File: config.mk
export PLATFORM = sky130hd
export DESIGN_NAME = scan_sequencer
export DESIGN_NICKNAME = d
export VERILOG_FILES = /design/src/rtl/scan_pkg.sv /design/src/rtl/scan_next_ch.sv /design/src/rtl/scan_sequencer.sv
export SDC_FILE = /design/constraint.sdc
export NUM_CORES = 1
export LEC_CHECK = 0
export ABC_CLOCK_PERIOD_IN_PS = 5400
export BUFFER_PORTS_ARGS = -buffer_cell sky130_fd_sc_hd__buf_4
export CAP_MARGIN = 10
export CORE_MARGIN = 8
export CORE_UTILIZATION = 56
export CTS_CLUSTER_DIAMETER = 40
export DETAILED_ROUTE_END_ITERATION = 12
export PLACE_DENSITY = 0.79
export SYNTH_ARGS = -nofsm -noshare
export SYNTH_HDL_FRONTEND = slang
export SYNTH_SLANG_ARGS = --single-unit
File: constraint.sdc
create_clock -name clk -period 5.4 [get_ports clk]
set_input_delay 1.08 -clock clk [delete_from_list [all_inputs] [get_ports clk]]
set_output_delay 1.08 -clock clk [all_outputs]
set_load 0.005 [all_outputs]
File: src/rtl/scan_pkg.sv
// scan_pkg: shared state encoding, channel-count constants and lowest-channel helper
package scan_pkg;
  localparam int N_CH = 4;
  localparam int CH_W = 2;
  localparam int BLANK_CYC_DEF = 4;
  typedef enum logic [1:0] {IDLE, DWELL, BLANK} state_e;
  function automatic logic [CH_W-1:0] lowest_ch(input logic [N_CH-1:0] m);
    lowest_ch = '0;
    for (int i = N_CH - 1; i >= 0; i--) if (m[i]) lowest_ch = CH_W'(i);
  endfunction
endpackage

File: src/rtl/scan_next_ch.sv
// scan_next_ch: lowest enabled channel strictly above cur_i, else lowest enabled with wrap_o
module scan_next_ch import scan_pkg::*; (
  input  logic [N_CH-1:0] ch_mask_i,
  input  logic [CH_W-1:0] cur_i,
  output logic [CH_W-1:0] nxt_o,
  output logic            wrap_o
);
  always_comb begin
    nxt_o = lowest_ch(ch_mask_i);
    wrap_o = 1'b1;
    for (int i = N_CH - 1; i >= 0; i--)
      if (ch_mask_i[i] && CH_W'(i) > cur_i) begin
        nxt_o = CH_W'(i);
        wrap_o = 1'b0;
      end
  end
endmodule

File: src/rtl/scan_sequencer.sv
// scan_sequencer: round-robin channel scanner with per-channel dwell and optional blanking
module scan_sequencer import scan_pkg::*; #(
  parameter int CNT_W = 16,
  parameter int BLANK_CYC = BLANK_CYC_DEF
) (
  input  logic             clk,
  input  logic             rst_n,
  input  logic             en,
  input  logic [CNT_W-1:0] dwell,
  input  logic [N_CH-1:0]  ch_mask,
  output logic [CH_W-1:0]  sel,
  output logic             sel_valid,
  output logic             frame_done
);
  localparam logic [CNT_W-1:0] BLANK_LD = CNT_W'(BLANK_CYC == 0 ? 0 : BLANK_CYC - 1);
  state_e state_q, state_d;
  logic [CH_W-1:0] sel_q, sel_d, nxt_ch;
  logic sel_valid_q, sel_valid_d, frame_done_q, frame_done_d;
  logic [CNT_W-1:0] cnt_q, cnt_d, dwell_ld;
  logic wrap, stop, cnt_zero, entering, advance;
  assign stop = !en || ch_mask == '0;
  assign cnt_zero = cnt_q == '0;
  assign dwell_ld = dwell == '0 ? '0 : dwell - 1'b1;
  assign entering = state_q == IDLE && state_d == DWELL;
  assign advance = state_q != IDLE && state_d == DWELL && cnt_zero;
  assign sel = sel_q;
  assign sel_valid = sel_valid_q;
  assign frame_done = frame_done_q;
  scan_next_ch u_next (
    .ch_mask_i(ch_mask),
    .cur_i    (sel_q),
    .nxt_o    (nxt_ch),
    .wrap_o   (wrap)
  );
  always_ff @(posedge clk or negedge rst_n)
    if (!rst_n) begin
      state_q <= IDLE;
      sel_q <= '0;
      sel_valid_q <= 1'b0;
      frame_done_q <= 1'b0;
      cnt_q <= '0;
    end else begin
      state_q <= state_d;
      sel_q <= sel_d;
      sel_valid_q <= sel_valid_d;
      frame_done_q <= frame_done_d;
      cnt_q <= cnt_d;
    end
  always_comb begin
    state_d = state_q;
    if (stop) state_d = IDLE;
    else if (state_q == IDLE) state_d = DWELL;
    else if (cnt_zero) state_d = (state_q == DWELL && BLANK_CYC > 0) ? BLANK : DWELL;
  end
  // the counter saturates at zero so a held state can never wrap it
  always_comb begin
    sel_d = entering ? lowest_ch(ch_mask) : advance ? nxt_ch : sel_q;
    sel_valid_d = state_d == DWELL;
    frame_done_d = advance && wrap;
    cnt_d = (entering || advance) ? dwell_ld :
            (state_q == DWELL && state_d == BLANK) ? BLANK_LD :
            (state_d == IDLE || cnt_zero) ? '0 : cnt_q - 1'b1;
  end
endmodule

==> reports/qor.yml <==
portBuffers: 26
grt_max_degree: 23
crit_required_ps: 5580
final_area_mm2: 0.00175
tns_ps: 0
preCtsSetupSlack_ps: 2590
worstPathCellList: "buf_4 > or2_2 > o31ai_1 > nor2_1 > nand2_1 > o221ai_1"
finalSetupViolations: 0
n_antenna_cell: 0
root_buffer: "clkbuf_4"
yosysTopAreaCell: "dfrtp_1"
vias: 1330
coreArea_mm2: 0.00266
clk_pin_slew_ps: 130
ys_warn_count: 0
postLayoutSetupSlackWorst_ps: 2860
hold_path.class: "reg2reg"
drive_gt1_frac: 0.216
htree_levels: 1
dieWidth_um: 68.0
worstSetupEndpointType: "flip-flop"
intPower_mw: 0.302
grt_antenna_before_repair: 0
ff2ff_path_depth: 7
grt_remaining_overflow: 0
clkLatencyLatePin_ps: 310
drc: 0
power.density_mw_per_mm2: 274
drv_slew: 0
synth-seq-cells: 22
ant_nets: 0
cts_sinks: 22
finalCritPeriodShare: 0.471
wl_mm: 3.66
synth_cells: 164
drt_iter0_drc: 62
ys_seq_area_frac: 0.364
ios: 27
numCtsBuffers: 3
maxCapViolCount: 0
status: "complete, no violations"
clock_path_buffers: 2
areaGrowthSynthToFinish_pct: 15.6
hold_viol_final: 0
fin_skew_ps: 10.9
dieArea_mm2: 0.00462
grtUsageTotal: 0.169
cp_max_fo: 16
synthTopCellsByArea: "dfrtp_1 36%, xnor2_1 9.3%, o22ai_1 6.2%, xor2_1 5.8%, nor2_1 5.2%"
viasPerCell: 6.02
async_flop_share: 1.00
max_clock_freq_mhz: 393
syn_nets: 191
grt_pass1_vias: 1386
worst-path-buf-inv: 1
row_count: 19
syn_area_per_cell_um2: 9.22
p_leak_nw: 0.721
ys_types: 39
tightest_slew_ps: 601
arrival_ps: 2720
finish.net_count: 219
netlist.area_leader.share: 0.364
period_minus_slack_ps: 2540
netSwitchingFraction: 0.372
start_util: 0.568
rsz0062_at_grt: "false"
die_y_um: 68.0
synth-main-ff-cell: "dfrtp_1"
gp_congestion: 0.791
crit_cells: 6
cts.hold.buffers_added: 0
pwr-share-seq: 0.459
firstDrtPassIters: 4
grt_first_pass_wirelength_mm: 6.09
power.switching_mw: 0.178
post_cts_resized: 0
crit_type: "in2reg"
netlist_area_mm2: 0.00151
cts_tree: "done"
p_comb_frac: 0.381
cp_slowest_cell: "o31ai_1"
dpl_cell_area_mm2: 0.00173
vdd_drop_max_v: 0.000170
cts_setup_buffers: 0
dp_hpwl_mm: 2.85
critPathTopFamily: "simple AND/OR/NAND/NOR gates"
pwr-share-clk: 0.159
critPathMaxStageDelay_ps: 490
synth_edf_count: 0
hold_depth: 1
start_kind: "input pin"
wl_per_cell_um: 16.6
slew_headroom: 0.596
[registers in the layout, indices dropped and copies added (netlist names)]
name,cells
cnt_q,16
sel,2
frame_done,1
sel_valid,1
state_q,2
[cell usage after synthesis (4+ instances only)]
cell type,number
dfrtp_1,22
nor2_1,21
xnor2_1,16
o22ai_1,15
nand2_1,14
xor2_1,10
nor3_1,7
inv_1,6
ha_1,4
nand3_1,4
nor4_1,4
[per-stage QoR]
stage	hold WS, ps	std cells	power, mW	utilization
after floorplan	534	164	0.345	-
after global placement	559	218	0.396	0.648
after detailed placement	562	218	0.403	0.648
after CTS	589	221	0.477	0.657
after global routing	629	221	0.510	0.657
final	589	221	0.480	0.657
[cell families after synthesis]
| kind of cell | Yosys count | share of synthesized area |
|---|---|---|
| compound gates | 31 | 0.143 |
| xor+xnor | 26 | 0.151 |
| fa+ha+maj | 4 | 0.0331 |
| buf+inv | 9 | 0.0281 |
| flops | 22 | 0.364 |
| simple gates | 72 | 0.281 |
[metal layers]
metal	up-vias	track usage	part of all wire	routed length, um
met1	638	0.195	0.42	1550
li1	645	-	-	-
met5	-	0	0	0
met3	10	0.0360	0.051	188
met2	37	0.304	0.50	1840
met4	0	0.0563	0.023	84
[power groups by stage]
stage                     logic [mW]  clock network (mW)  registers [mW]
after floorplan                0.128                   0           0.217
after CTS                      0.182              0.0749           0.220
after global placement         0.176                   0           0.221
after global routing           0.203              0.0826           0.225
final                          0.183              0.0764           0.221
after detailed placement       0.180                   0           0.224
[cell usage in the layout, fill, tap and decap left out, types with 3 or more instances in the layout]
cell type   n
a21oi_1     3
buf_4      26
clkbuf_4    3
dfrtp_1    22
ha_1        4
inv_1       6
nand2_1    14
nand2b_1    3
nand3_1     4
nor2_1     21
nor3_1      7
nor4_1      4
nor4_2      3
o22ai_1    15
xnor2_1    16
xor2_1     10
[worst paths after layout]
check	start	end	slack (ps)
min reg2reg	sel[0]$_DFFE_PN0P_	sel[0]$_DFFE_PN0P_	590
max	ch_mask[2]	cnt_q[0]$_DFF_PN0_	2860
min	sel[0]$_DFFE_PN0P_	sel[0]$_DFFE_PN0P_	590
max in group asynchronous	rst_n	cnt_q[4]$_DFF_PN0_	4540
min in group asynchronous	rst_n	cnt_q[14]$_DFF_PN0_	630
max reg2reg	cnt_q[0]$_DFF_PN0_	cnt_q[2]$_DFF_PN0_	3230
[area by class of cell]
| class | count | area, um2 |
|---|---|---|
| Multi-Input combinational cell | 133 | 920 |
| Fill cell | 225 | 913 |
| Timing Repair Buffer | 26 | 195 |
| Inverter | 6 | 22.5 |
| Sequential cell | 22 | 551 |
| Clock buffer | 3 | 22.5 |
| Tap cell | 31 | 38.8 |
Note: power is estimated with default switching activity, not from simulation.
